<file path="src/rtl/lsu_align_seq.sv">
// Splits misaligned byte/half/word loads and stores into aligned single-port RAM beats; response 3 cycles (aligned), 4 (split), 2 (error) after handshake.
// Accepts only in IDLE, no response backpressure; define LSU_MISALIGN_TRAP_EN to trap would-split requests instead of splitting them.
module lsu_align_seq #(
  parameter int ADDR_W = 9,
  parameter int CNT_W  = 16
) (
  input  logic              i_clk,
  input  logic              i_reset_n,
  input  logic              i_req_valid,
  output logic              o_req_ready,
  input  logic [31:0]       i_req_addr,
  input  logic [31:0]       i_req_wdata,
  input  logic [1:0]        i_req_size,
  input  logic              i_req_wren,
  input  logic              i_req_signed,
  output logic              o_mem_req,
  output logic [ADDR_W-1:0] o_mem_addr,
  output logic              o_mem_wren,
  output logic [3:0]        o_mem_bmask,
  output logic [31:0]       o_mem_wdata,
  input  logic [31:0]       i_mem_rdata,
  output logic              o_rsp_valid,
  output logic [31:0]       o_rsp_rdata,
  output logic              o_rsp_err,
  output logic [CNT_W-1:0]  o_split_cnt
);

  typedef enum logic [1:0] {IDLE, BEAT0, BEAT1, DONE} state_t;

  state_t              state_q, state_d;
  logic [ADDR_W+1:0]   addr_q, addr_d;
  logic [31:0]         wdata_q, wdata_d;
  logic [1:0]          size_q, size_d;
  logic                wren_q, wren_d;
  logic                signed_q, signed_d;
  logic                split_q, split_d;
  logic                err_q, err_d;
  logic [31:0]         lo_q, lo_d;
  logic                ready_q, ready_d;
  logic                rsp_valid_q, rsp_valid_d;
  logic [31:0]         rsp_rdata_q, rsp_rdata_d;
  logic                rsp_err_q, rsp_err_d;
  logic [CNT_W-1:0]    split_cnt_q, split_cnt_d;

  logic [1:0]          off;
  logic [ADDR_W-1:0]   word0, word1;
  logic [3:0]          mask4;
  logic [7:0]          mask8;
  logic [63:0]         lane_wdata;
  logic [31:0]         load_word;
  logic [31:0]         load_ext;
  logic                req_oor, req_split;

  assign off        = addr_q[1:0];
  assign word0      = addr_q[ADDR_W+1:2];
  assign word1      = word0 + ADDR_W'(1);
  assign lane_wdata = {32'h0, wdata_q} << {off, 3'b000};
  assign mask8      = {4'h0, mask4} << off;
  assign req_oor    = |i_req_addr[31:ADDR_W+2];

  always_comb begin
    mask4 = 4'b1111;
    if (size_q == 2'b00) mask4 = 4'b0001;
    else if (size_q == 2'b01) mask4 = 4'b0011;
  end

  // Halves only straddle at offset 3; words straddle at any nonzero offset.
  always_comb begin
    req_split = 1'b0;
    if (i_req_size == 2'b01) req_split = (i_req_addr[1:0] == 2'b11);
    else if (i_req_size[1]) req_split = (i_req_addr[1:0] != 2'b00);
  end

  // In DONE the current read data is the high word of a split, or the only word otherwise.
  always_comb begin
    load_word = 32'(({split_q ? i_mem_rdata : 32'h0, split_q ? lo_q : i_mem_rdata}) >> {off, 3'b000});
    case (size_q)
      2'b00:   load_ext = {{24{signed_q & load_word[7]}}, load_word[7:0]};
      2'b01:   load_ext = {{16{signed_q & load_word[15]}}, load_word[15:0]};
      default: load_ext = load_word;
    endcase
  end

  always_comb begin
    state_d     = state_q;
    addr_d      = addr_q;
    wdata_d     = wdata_q;
    size_d      = size_q;
    wren_d      = wren_q;
    signed_d    = signed_q;
    split_d     = split_q;
    err_d       = err_q;
    lo_d        = lo_q;
    split_cnt_d = split_cnt_q;
    rsp_valid_d = 1'b0;
    rsp_rdata_d = 32'h0;
    rsp_err_d   = 1'b0;
    o_mem_req   = 1'b0;
    o_mem_addr  = '0;
    o_mem_wren  = 1'b0;
    o_mem_bmask = 4'h0;
    o_mem_wdata = 32'h0;
    case (state_q)
      IDLE: begin
        if (i_req_valid && ready_q) begin
          addr_d   = i_req_addr[ADDR_W+1:0];
          wdata_d  = i_req_wdata;
          size_d   = i_req_size;
          wren_d   = i_req_wren;
          signed_d = i_req_signed;
`ifdef LSU_MISALIGN_TRAP_EN
          split_d  = 1'b0;
          err_d    = req_oor | req_split;
          if (req_split && !req_oor && split_cnt_q != '1) split_cnt_d = split_cnt_q + CNT_W'(1);
`else
          split_d  = req_split;
          err_d    = req_oor;
`endif
          state_d  = err_d ? DONE : BEAT0;
        end
      end
      BEAT0: begin
        o_mem_req   = 1'b1;
        o_mem_addr  = word0;
        o_mem_wren  = wren_q;
        o_mem_bmask = mask8[3:0];
        o_mem_wdata = lane_wdata[31:0];
        state_d     = split_q ? BEAT1 : DONE;
      end
      BEAT1: begin
        o_mem_req   = 1'b1;
        o_mem_addr  = word1;
        o_mem_wren  = wren_q;
        o_mem_bmask = mask8[7:4];
        o_mem_wdata = lane_wdata[63:32];
        lo_d        = i_mem_rdata;
        if (split_cnt_q != '1) split_cnt_d = split_cnt_q + CNT_W'(1);
        state_d     = DONE;
      end
      default: begin
        rsp_valid_d = 1'b1;
        rsp_err_d   = err_q;
        rsp_rdata_d = (err_q || wren_q) ? 32'h0 : load_ext;
        state_d     = IDLE;
      end
    endcase
    ready_d = (state_d == IDLE);
  end

  always_ff @(posedge i_clk or negedge i_reset_n) begin
    if (!i_reset_n) begin
      state_q     <= IDLE;
      addr_q      <= '0;
      wdata_q     <= 32'h0;
      size_q      <= 2'b00;
      wren_q      <= 1'b0;
      signed_q    <= 1'b0;
      split_q     <= 1'b0;
      err_q       <= 1'b0;
      lo_q        <= 32'h0;
      ready_q     <= 1'b0;
      rsp_valid_q <= 1'b0;
      rsp_rdata_q <= 32'h0;
      rsp_err_q   <= 1'b0;
      split_cnt_q <= '0;
    end else begin
      state_q     <= state_d;
      addr_q      <= addr_d;
      wdata_q     <= wdata_d;
      size_q      <= size_d;
      wren_q      <= wren_d;
      signed_q    <= signed_d;
      split_q     <= split_d;
      err_q       <= err_d;
      lo_q        <= lo_d;
      ready_q     <= ready_d;
      rsp_valid_q <= rsp_valid_d;
      rsp_rdata_q <= rsp_rdata_d;
      rsp_err_q   <= rsp_err_d;
      split_cnt_q <= split_cnt_d;
    end
  end

  assign o_req_ready = ready_q;
  assign o_rsp_valid = rsp_valid_q;
  assign o_rsp_rdata = rsp_rdata_q;
  assign o_rsp_err   = rsp_err_q;
  assign o_split_cnt = split_cnt_q;

endmodule
</file>
<file path="config.mk">
export PLATFORM = sky130hd
export DESIGN_NAME = lsu_align_seq
export DESIGN_NICKNAME = d
export VERILOG_FILES = /design/src/rtl/lsu_align_seq.sv
export SDC_FILE = /design/constraint.sdc
export NUM_CORES = 1
export LEC_CHECK = 0
export CAP_MARGIN = 30
export CORE_MARGIN = 2
export CORE_UTILIZATION = 42
export CTS_CLUSTER_DIAMETER = 60
export DETAILED_ROUTE_END_ITERATION = 10
export MAX_ROUTING_LAYER = met4
export PLACE_DENSITY = 0.7
export SETUP_SLACK_MARGIN = 0.1
export SLEW_MARGIN = 20
export SYNTH_ARGS = -nofsm -noshare
export SYNTH_HDL_FRONTEND = slang
export SYNTH_SLANG_ARGS = --single-unit
</file>
<file path="constraint.sdc">
create_clock -name i_clk -period 5.9 [get_ports i_clk]
set_input_delay 1.18 -clock i_clk [delete_from_list [all_inputs] [get_ports i_clk]]
set_output_delay 1.18 -clock i_clk [all_outputs]
set_load 0.005 [all_outputs]
</file>
* Word-level counts from Yosys, hierarchy flattened
Cells that the tools add are included.
Storage, ports and cells: flip-flop bits (word level) 134, output and inout bits 98, word-level logic and storage cells 58, bits of input ports 103
Operators by class: eq/ne operators 6, add/subtract/negate cells 2, shift-type cells 3, bitwise gates (word level) 2, multiplexer cells 20, reductions and logical operators 11
Operators by type and width (count):
- $mux W32 | 4
- $pmux W32 S2 | 2
- $shl A32 B5 Y64 | 1
- $shr A64 B5 Y32 | 1
- $reduce_or A21 Y1 | 1
- $pmux W9 S2 | 1
- $add A16 B1 Y16 const B | 1
- $ne A16 B16 Y1 const B | 1
- $add A9 B1 Y9 const B | 1
- $mux W4 | 2
- $pmux W4 S2 | 1
- $shl A4 B2 Y8 | 1
- $mux W1 | 7
- $eq A2 B1 Y1 const B | 3
- $logic_not A2 Y1 | 3
- $pmux W2 S3 | 1
- $eq A2 B2 Y1 const B | 2
- $mux W2 | 2
- $reduce_and A2 Y1 | 2
- $reduce_or A3 Y1 | 1
- $and A1 B1 Y1 | 2
- $reduce_bool A2 Y1 | 1
- $reduce_or A2 Y1 | 1
- $logic_and A1 B1 Y1 | 1
- $logic_or A1 B1 Y1 | 1

* Depth between registers and ports, before layout
Gate-level depths: netlist of run 1.
depth after elaboration 6, mapped depth 9, mapped depth without buffers 6

* Worst setup path after synthesis of run 1
OpenSTA, ideal clock, no wires.
kind reg-to-output, from register addr_q[0], to output o_mem_wdata[24], setup slack 3.137 ns, arrival 1.583 ns, cell stages (with the launch flop) 9, required time 4.720 ns, buffers on the path 6, path through dfrtp_1 buf_2 buf_4 buf_6 buf_6 buf_4 buf_2 nor2_1 a211oi_1
On the way: cells in the longest elaborated chain, start to end 2
RTL lines:
- from (decl) | line 31 | logic [ADDR_W+1:0] addr_q, addr_d;
- from (signal assigned) | line 168 | addr_q <= addr_d;
- $shl A32 B5 Y64 | line 57 | assign lane_wdata = {32'h0, wdata_q} << {off, 3'b000};
- $pmux W32 S2 | line 103 | case (state_q)
- to (decl) | line 20 | output logic [31:0] o_mem_wdata,
Every way passes these cells.

* Final worst setup path of run 1
from register addr_q[1], to output o_mem_wdata[21]
The elaborated chain is that of the path after synthesis.

==> flow_metrics.env, run 1 <==
export IMPL_start_util_pct=42.40
export IMPL_p_seq_share_pct=33.6
export IMPL_clockBufferDepth=2
export IMPL_clock_root_buffer="clkbuf_16"
export IMPL_drive_above_1_share_pct=11.31
export IMPL_switching_share_pct=38.84
export IMPL_syn_instance_count=798
export IMPL_dr_total_vias=6766
export IMPL_yosysMostFrequentCell="nand2_1"
export IMPL_gr_total_overflow=0
export IMPL_synth_area_sq_um=7851
export IMPL_arrival_ps=3420
export IMPL_clock_sinks=134
export IMPL_end_kind="primary output"
export IMPL_period_share_pct=77.96
export IMPL_holdCritPathClass="register to register"
export IMPL_clk_latency_ps=420
export IMPL_vdd_drop_max_mv=0.2471
export IMPL_clkPwrFrac_pct=19.4
export IMPL_max_freq_mhz=217.4
export IMPL_max_slew_margin_pct=35.88
export IMPL_final_cell_area_sq_um=10570
export IMPL_dpl_cell_area_sq_um=9943
export IMPL_grt_pass1_vias=6605
export IMPL_synthTopCellsByArea="dfrtp_1 (43%), nand2_1 (8.1%), mux2i_1 (7.4%), mux2_2 (5.3%), mux4_2 (4.6%)"
export IMPL_drt_iter0_markers=393
export IMPL_routed_wl_um=21960
export IMPL_num_fill_cells=1632
export IMPL_final_nets=1078
export IMPL_place_inst=1181
export IMPL_cts_setup_buffers=0
export IMPL_synth_nets=907
export IMPL_die_x_um=140.7
export IMPL_hpwl_um=14930
export IMPL_ant_nets=0
export IMPL_path_class="register to primary output"
export IMPL_drcViolationCount=0
export IMPL_fin_skew_ps=10.41
export IMPL_grt_pass1_wl_um=34890
export IMPL_startpoint_type="register"
export IMPL_ys_types=58
export IMPL_p_int_uw=3202
export IMPL_dieHeight_um=140.7
export IMPL_grt_max_degree=97
export IMPL_maxCapViolCount=0
export IMPL_postLayoutCoreUtil_pct=57.05
export IMPL_ys_async_sr_fraction_pct=100.0
export IMPL_cp_data_required_time_ps=4720
export IMPL_ys_seq_area_share_pct=42.71
export IMPL_yosys_area_top_type="dfrtp_1"
export IMPL_yosysWarnings=0
export IMPL_p_sw_uw=2034
export IMPL_wl_per_cell_um=18.07
export IMPL_core_region_area_sq_um=18520
export IMPL_power_density_nw_per_um2=495.6
export IMPL_finalHoldViolCount=0
export IMPL_cts_buffers=17
export IMPL_p_leak_uw=0.004509
export IMPL_layout_min_cycle_time_ps=4600
export IMPL_num_rows=50
export IMPL_fin_cells=1215
export IMPL_cts_tree="built"
export IMPL_gp_congestion=0.8469
export IMPL_clkTransAtPathRegs_ps=50
export IMPL_antenna_cells=0
export IMPL_yosys_top_cells_count="nand2_1 (170), dfrtp_1 (134), mux2i_1 (58), mux2_2 (37), clkbuf_1 (35)"
export IMPL_htreeDepth=4
export IMPL_status="complete, no violations"
export IMPL_rsz0062_at_grt="false"
export IMPL_dieArea_sq_um=19800
export IMPL_synth_top_area_share_pct=42.71
export IMPL_power_uw=5236
export IMPL_crit_path_max_fanout=44
export IMPL_ys_ff_latch=134
export IMPL_syn2layout_area_growth_pct=34.57
export IMPL_synth_edf_count=0
export IMPL_io_pins=201
export IMPL_synth_area_per_cell_sq_um=9.839
export IMPL_vias_per_cell=5.569
export IMPL_tightest_slew_ps=961.8
export IMPL_synth_flop_cell="dfrtp_1"
export IMPL_finalMaxSlewViolations=0
export IMPL_dr_pass1_iters=7
export IMPL_cts_hold_buf=0
export IMPL_port_buffer_count=200
export IMPL_post_cts_resized=0
export IMPL_fin_setup_tns_ps=0
export IMPL_antenna_found_initial=0
export IMPL_combPwrFrac_pct=47.0
export IMPL_setup_viol=0
export IMPL_grt_util_all_layers_pct=22.87
[logic make-up (layout without fill, tap and decap cells)]
kind of cell               after synthesis  count (layout)  synth area share (%)
muxes                                  122             122                 18.87
and+or+nand+nor                        287             287                 17.07
AOI/OAI and AO/OA                      170             170                 14.88
adders and majority gates                6               6                0.9561
DFF                                    134             134                 42.71
xor gates and xnor gates                13              13                 1.450
buffers and inverters                   66             249                 4.064
[flip-flops by register name, indices dropped and copies added, names as in the netlist]
register and cells:
o_rsp_valid 1, o_rsp_err 1, split_q 1, o_split_cnt 16, lo_q 32, size_q 2
wren_q 1, o_rsp_rdata 32, wdata_q 32, signed_q 1, addr_q 11, state_q 2
err_q 1, o_req_ready 1
[power by group through the flow]
stage / Clock, uW / Sequential [uW] / Combinational, uW
after floorplan: 0 / 1490 / 1850
after global placement: 0 / 1750 / 2390
after detailed placement: 0 / 1760 / 2420
after CTS: 1040 / 1750 / 2440
after global routing: 1080 / 1810 / 2690
final: 1020 / 1760 / 2460
[cell type report]
type / instances / area (sq um) / share of cell area, %
clock buffer: 24 / 491.7 / 4.654
clock inverter: 7 / 71.32 / 0.6750
inverter: 8 / 30.03 / 0.2842
multi-input combinational: 598 / 4188 / 39.64
sequential: 134 / 3359 / 31.80
tap: 234 / 292.8 / 2.771
timing repair buffer: 210 / 2132 / 20.18
[metal layers]
metal | track usage (%) | vias to the layer above | part of all wire, %
li1 | - | 3219 | -
met5 | - | - | 0
met2 | 35.38 | 243 | 47
met3 | 4.212 | 37 | 6.0
met4 | 9.211 | 0 | 2.5
met1 | 29.93 | 3267 | 44
[layout by cell type (no fill, tap or decap), drive strengths merged, types with 21 or more instances in the layout]
cell and instances:
nand2 170, clkdlybuf4s50 199, o21ai 34, a31oi 21, a21oi 24, dfrtp 134, mux2i 58, mux2 48
clkbuf 24, and2 22
[worst max-delay path, stage by stage (launching register included)]
cell             delay, ps
dfrtp_2                750
nand2b_1               550
nor2_1                 730
a222oi_1               250
nor2b_1                190
clkdlybuf4s50_1        520
[worst paths after layout]
check | start | end | slack, ps | cells past startpoint
min in group asynchronous | i_reset_n | lo_q[0]$_DFFE_PN0P_ | 640 | 1
hold / removal | lo_q[4]$_DFFE_PN0P_ | lo_q[4]$_DFFE_PN0P_ | 510 | 1
max in group asynchronous | i_reset_n | lo_q[24]$_DFFE_PN0P_ | 4460 | 2
setup reg to reg | addr_q[0]$_DFFE_PN0P_ | o_rsp_rdata[29]$_DFF_PN0_ | 2880 | 6
setup / recovery | addr_q[1]$_DFFE_PN0P_ | o_mem_wdata[21] | 1300 | 5
hold reg to reg | lo_q[4]$_DFFE_PN0P_ | lo_q[4]$_DFFE_PN0P_ | 510 | 1
[through the flow]
stage / hold WS [ps] / setup WS (ps)
2_1_floorplan: 461.2 / 3137
3_3_place_gp: 488.4 / 1687
3_5_place_dp: 497.1 / 1710
4_1_cts: 508.9 / 1245
5_1_grt: 519.1 / 1153
6_report: 505.7 / 1300
Note: power is estimated with default switching activity, not from simulation.
==> run 2: changes to the inputs <==
- clock period: 5.9 -> 4.76 ns (I/O delays scaled with it)
==> run 2 against run 1 <==
  * First-iteration DRC count up 19%
  * Via count shrank 0.64%
  * Critical endpoint is now o_mem_wdata[18]
  * Power increased by 24%
  * Clock power rose by 26%
  * Sequential power increased by 23%
  * Register-to-register slack worse by 1200 ps
==> flow_metrics.env, run 2 (synthesized netlist as in run 1, its figures left out) <==
export IMPL_dieHeight_um=140.7
export IMPL_clock_sinks=134
export IMPL_cts_hold_buf=0
export IMPL_htreeDepth=4
export IMPL_grt_pass1_vias=6480
export IMPL_cp_data_required_time_ps=3810
export IMPL_power_uw=6516
export IMPL_routed_wl_um=21890
export IMPL_clkTransAtPathRegs_ps=60
export IMPL_cts_tree="built"
export IMPL_dr_pass1_iters=6
export IMPL_clock_root_buffer="clkbuf_16"
export IMPL_cp_slowest_cell="nand2b_1"
export IMPL_dp_slack_ps=1315
export IMPL_p_leak_uw=0.004534
export IMPL_status="complete, no violations"
export IMPL_finalHoldViolCount=0
export IMPL_clk_latency_ps=420
export IMPL_end_kind="primary output"
export IMPL_max_freq_mhz=255.6
export IMPL_io_pins=201
export IMPL_path_class="register to primary output"
export IMPL_crit_path_max_fanout=14
export IMPL_path_cells="inv_1 -> ha_1 -> nand2b_1 -> nor2_1 -> buf_4 -> a222oi_1 -> nor2b_1 -> clkdlybuf4s50_1"
export IMPL_drive_above_1_share_pct=11.59
export IMPL_dr_total_vias=6723
export IMPL_cts_buffers=17
export IMPL_final_nets=1081
export IMPL_crit_path_max_incr_delay_ps=460
export IMPL_final_cell_area_sq_um=10600
export IMPL_ant_nets=0
export IMPL_wl_per_cell_um=17.98
export IMPL_setup_viol=0
export IMPL_worst_slack_ps=847.7
export IMPL_max_slew_margin_pct=37.28
export IMPL_num_fill_cells=1629
export IMPL_antenna_found_initial=0
export IMPL_clockBufferDepth=2
export IMPL_power_density_nw_per_um2=614.8
export IMPL_dieArea_sq_um=19800
export IMPL_core_region_area_sq_um=18520
export IMPL_grt_util_all_layers_pct=22.79
export IMPL_die_x_um=140.7
export IMPL_tightest_slew_ps=940.8
export IMPL_mostFrequentLayoutCell="clkdlybuf4s50_1"
export IMPL_rsz0062_at_grt="false"
export IMPL_num_rows=50
export IMPL_mostFrequentLayoutCells="clkdlybuf4s50_1 (199), nand2_1 (170), dfrtp_1 (131), mux2i_1 (58), mux2_2 (37)"
export IMPL_syn2layout_area_growth_pct=34.98
export IMPL_grt_pass1_wl_um=34890
export IMPL_arrival_ps=2960
export IMPL_cts_setup_buffers=0
export IMPL_vdd_drop_max_mv=0.4234
export IMPL_post_cts_resized=0
export IMPL_drt_iter0_markers=466
export IMPL_startpoint_type="register"
export IMPL_dpl_cell_area_sq_um=9973
export IMPL_vias_per_cell=5.520
export IMPL_antenna_cells=0
export IMPL_worst_path_buf_inv=3
export IMPL_hpwl_um=15180
export IMPL_port_buffer_count=200
export IMPL_gr_total_overflow=0
export IMPL_critPathTopFamily="buffers and inverters"
export IMPL_drcViolationCount=0
export IMPL_fin_setup_tns_ps=0
export IMPL_postLayoutCoreUtil_pct=57.23
export IMPL_maxCapViolCount=0
export IMPL_finalMaxSlewViolations=0
export IMPL_grt_max_degree=103
export IMPL_layout_min_cycle_time_ps=3912
export IMPL_start_util_pct=42.40
export IMPL_holdCritPathClass="primary input to asynchronous set/reset pin"
export IMPL_period_share_pct=82.19
export IMPL_fin_skew_ps=12.62
export IMPL_gp_congestion=0.8602
[run 2: metal layers]
| layer | global-route usage (%) | routed length, um | up-vias |
|---|---|---|---|
| met5 | - | 0 | - |
| met1 | 30.17 | 9700 | 3231 |
| met4 | 6.263 | 307 | 0 |
| li1 | - | - | 3235 |
| met2 | 35.20 | 10440 | 237 |
| met3 | 5.639 | 1449 | 20 |
[run 2: through the flow]
step	instances	hold slack (ps)
after global routing	1218	383.8
after CTS	1216	507.5
after global placement	1182	488.4
final	1218	389.2
after detailed placement	1185	495.9
after floorplan	798	461.2
[run 2: final timing paths]
| kind | to | slack (ps) | from | cells after the start |
|---|---|---|---|---|
| worst max register to register | o_rsp_rdata[21]$_DFF_PN0_ | 1720 | addr_q[0]$_DFFE_PN0P_ | 6 |
| worst max-delay path | o_mem_wdata[18] | 850 | state_q[1]$_DFF_PN0_ | 8 |
| worst min register to register | lo_q[1]$_DFFE_PN0P_ | 500 | lo_q[1]$_DFFE_PN0P_ | 1 |
| min in group i_clk | lo_q[1]$_DFFE_PN0P_ | 500 | lo_q[1]$_DFFE_PN0P_ | 1 |
| max in group asynchronous | wdata_q[31]$_DFFE_PN0P_ | 3230 | i_reset_n | 3 |
| worst min-delay path | state_q[1]$_DFF_PN0_ | 390 | i_reset_n | 1 |
[run 2: area by class of cell]
type	instances	area, sq um	area share [%]
Inverter	8	30.03	0.2834
Clock buffer	23	478.0	4.510
Sequential cell	134	3359	31.70
Tap cell	234	292.8	2.763
Timing Repair Buffer	213	2151	20.30
Multi-Input combinational cell	598	4188	39.52
Clock inverter	8	98.84	0.9327
[run 2: worst register-to-register path, delay by kind of cell (launching register included)]
kind	cells	cell delay [ps]
AO/OA/AOI/OAI	3	520
multiplexers	1	450
buffers and inverters	2	1040
flip-flops	1	870
[run 2: power by group]
group	leakage (uW)	switching (uW)	total [uW]	internal, uW
Combinational	0.00255	1420	3060	1640
Clock	0.000279	484	1290	808
Sequential	0.00171	599	2160	1560
Total	0.00453	2510	6520	4010
==> run 3: changes to the inputs <==
- clock period: 4.76 -> 3.6 ns (I/O delays scaled with it)
==> run 3 against run 2 <==
  * Sequential power rose by 25%
  * Critical path depth decreased by 1
  * Routed wire length is 0.53% lower
  * Power grew 34%
  * Combinational power up 39%
==> flow_metrics.env, run 3 (synthesized netlist as in run 1, its figures left out) <==
export IMPL_holdCritPathClass="primary input to asynchronous set/reset pin"
export IMPL_clkTransAtPathRegs_ps=60
export IMPL_clockBufferDepth=2
export IMPL_drt_iter0_markers=440
export IMPL_dieArea_sq_um=19800
export IMPL_drive_above_1_share_pct=12.73
export IMPL_cp_data_required_time_ps=2880
export IMPL_final_cell_area_sq_um=10650
export IMPL_grt_pass1_vias=6745
export IMPL_grt_pass1_wl_um=35050
export IMPL_r2r_start="addr_q[1]$_DFFE_PN0P_"
export IMPL_grt_util_all_layers_pct=22.90
export IMPL_die_x_um=140.7
export IMPL_p_leak_uw=0.004566
export IMPL_dr_pass1_iters=5
export IMPL_multiInputGateArea_sq_um=4210
export IMPL_max_slew_margin_pct=52.75
export IMPL_critPathTopFamily="simple AND/OR/NAND/NOR gates"
export IMPL_cp_startpoint="state_q[1]$_DFF_PN0_"
export IMPL_mostFrequentLayoutCells="clkdlybuf4s50_1 (199), nand2_1 (169), dfrtp_1 (131), mux2i_1 (58), mux2_2 (37)"
export IMPL_routed_wl_um=21780
export IMPL_core_region_area_sq_um=18520
export IMPL_r2r_end="o_rsp_rdata[30]$_DFF_PN0_"
export IMPL_cts_tree="built"
export IMPL_cts_hold_buf=0
export IMPL_clock_sinks=134
export IMPL_path_class="register to primary output"
export IMPL_end_kind="primary output"
export IMPL_crit_path_max_fanout=10
export IMPL_vias_per_cell=5.607
export IMPL_dieHeight_um=140.7
export IMPL_worst_path_buf_inv=2
export IMPL_cts_setup_buffers=0
export IMPL_ant_nets=0
export IMPL_mostFrequentLayoutCell="clkdlybuf4s50_1"
export IMPL_crit_path_max_incr_delay_ps=540
export IMPL_num_fill_cells=1584
export IMPL_path_cells="inv_1 -> ha_1 -> nand2b_1 -> nor2_4 -> a222oi_1 -> nor2b_1 -> clkdlybuf4s50_1"
export IMPL_combPwrFrac_pct=48.6
export IMPL_gp_congestion=0.8610
export IMPL_p_seq_share_pct=31.0
export IMPL_place_inst=1193
export IMPL_p_int_uw=5418
export IMPL_fin_cells=1226
export IMPL_cts_buffers=17
export IMPL_startpoint_type="register"
export IMPL_io_pins=201
export IMPL_layout_min_cycle_time_ps=3359
export IMPL_arrival_ps=2640
export IMPL_clk_latency_ps=410
export IMPL_gr_total_overflow=0
export IMPL_final_nets=1087
export IMPL_rsz0062_at_grt="true"
export IMPL_clkPwrFrac_pct=20.5
export IMPL_finalMaxSlewViolations=0
export IMPL_antenna_found_initial=1
export IMPL_htreeDepth=4
export IMPL_fin_skew_ps=7.862
export IMPL_status="complete, no violations"
export IMPL_maxCapViolCount=0
export IMPL_power_density_nw_per_um2=821.3
export IMPL_p_sw_uw=3329
export IMPL_dr_total_vias=6874
export IMPL_start_util_pct=42.40
export IMPL_wl_per_cell_um=17.76
export IMPL_path_depth=7
export IMPL_whs_ps=324.8
export IMPL_period_share_pct=93.30
export IMPL_r2r_cells=7
export IMPL_vdd_drop_max_mv=0.3776
export IMPL_hpwl_um=15460
export IMPL_max_freq_mhz=297.7
export IMPL_ff_latch_area_sq_um=3359
export IMPL_syn2layout_area_growth_pct=35.65
export IMPL_rrSetupSlack_ps=900
export IMPL_setup_viol=0
export IMPL_fin_setup_tns_ps=0
export IMPL_grt_max_degree=77
export IMPL_num_rows=50
export IMPL_power_uw=8747
export IMPL_port_buffer_count=200
export IMPL_dpl_cell_area_sq_um=10010
export IMPL_tightest_slew_ps=707.1
export IMPL_drcViolationCount=0
export IMPL_switching_share_pct=38.06
export IMPL_finalHoldViolCount=0
export IMPL_cp_slowest_cell="clkdlybuf4s50_1"
export IMPL_clock_root_buffer="clkbuf_16"
## run 3: per-stage QoR
| stage | setup slack (ps) | util [%] |
|---|---|---|
| floorplan | 1297 | - |
| global placement | 459.3 | 54.01 |
| detailed placement | 359.9 | 54.07 |
| CTS | 141.9 | 57.39 |
| global route | 88.91 | 57.50 |
| finish | 241.0 | 57.51 |
## run 3: worst max path at each step
| stage | end | slack [ps] |
|---|---|---|
| after floorplan | o_mem_wdata[24] | 1300 |
| after detailed placement | o_mem_wdata[18] | 360 |
| after global routing | o_mem_addr[8] | 90 |
| after global placement | o_mem_wdata[18] | 460 |
| final | o_mem_wdata[18] | 240 |
| after CTS | o_mem_wdata[18] | 140 |
## run 3: layout make-up
type / instances / share of cell area (%)
Clock buffer: 23 / 4.582
Antenna cell: 2 / 0.04699
Multi-Input combinational cell: 598 / 39.53
Tap cell: 234 / 2.749
Inverter: 8 / 0.2820
Clock inverter: 8 / 1.140
Timing Repair Buffer: 219 / 20.12
Sequential cell: 134 / 31.54
## run 3: power by group through the flow
stage	Combinational [uW]	Sequential (uW)	Clock, uW
CTS	4230	2700	1830
detailed placement	4200	2720	0
finish	4250	2710	1790
global placement	4160	2700	0
floorplan	3030	2450	0
global route	4620	2810	1900
## run 3: worst reg2reg max path: cells and delay by family (launching register included)
kind / cells / cell delay [ps]
buffers and inverters: 3 / 890
AOI/OAI and AO/OA: 3 / 640
and+or+nand+nor: 1 / 490
DFF: 1 / 530
## run 3: what timing repair did
action | 4_1_cts | 5_1_grt
resized for setup | 2 | 5
pin swaps | 0 | 1
endpoints found under the hold margin | 0 | 0
cloned | 0 | 0
endpoints found under the setup margin | 12 | 14
## run 3: metal layers
metal	vias up	part of all wire, %	GRT usage (%)	routed length (um)
met5	-	0	-	0
met4	0	1.8	7.895	395
met3	35	5.7	4.450	1249
met2	252	48	35.82	10510
met1	3338	44	30.02	9623
li1	3249	-	-	-
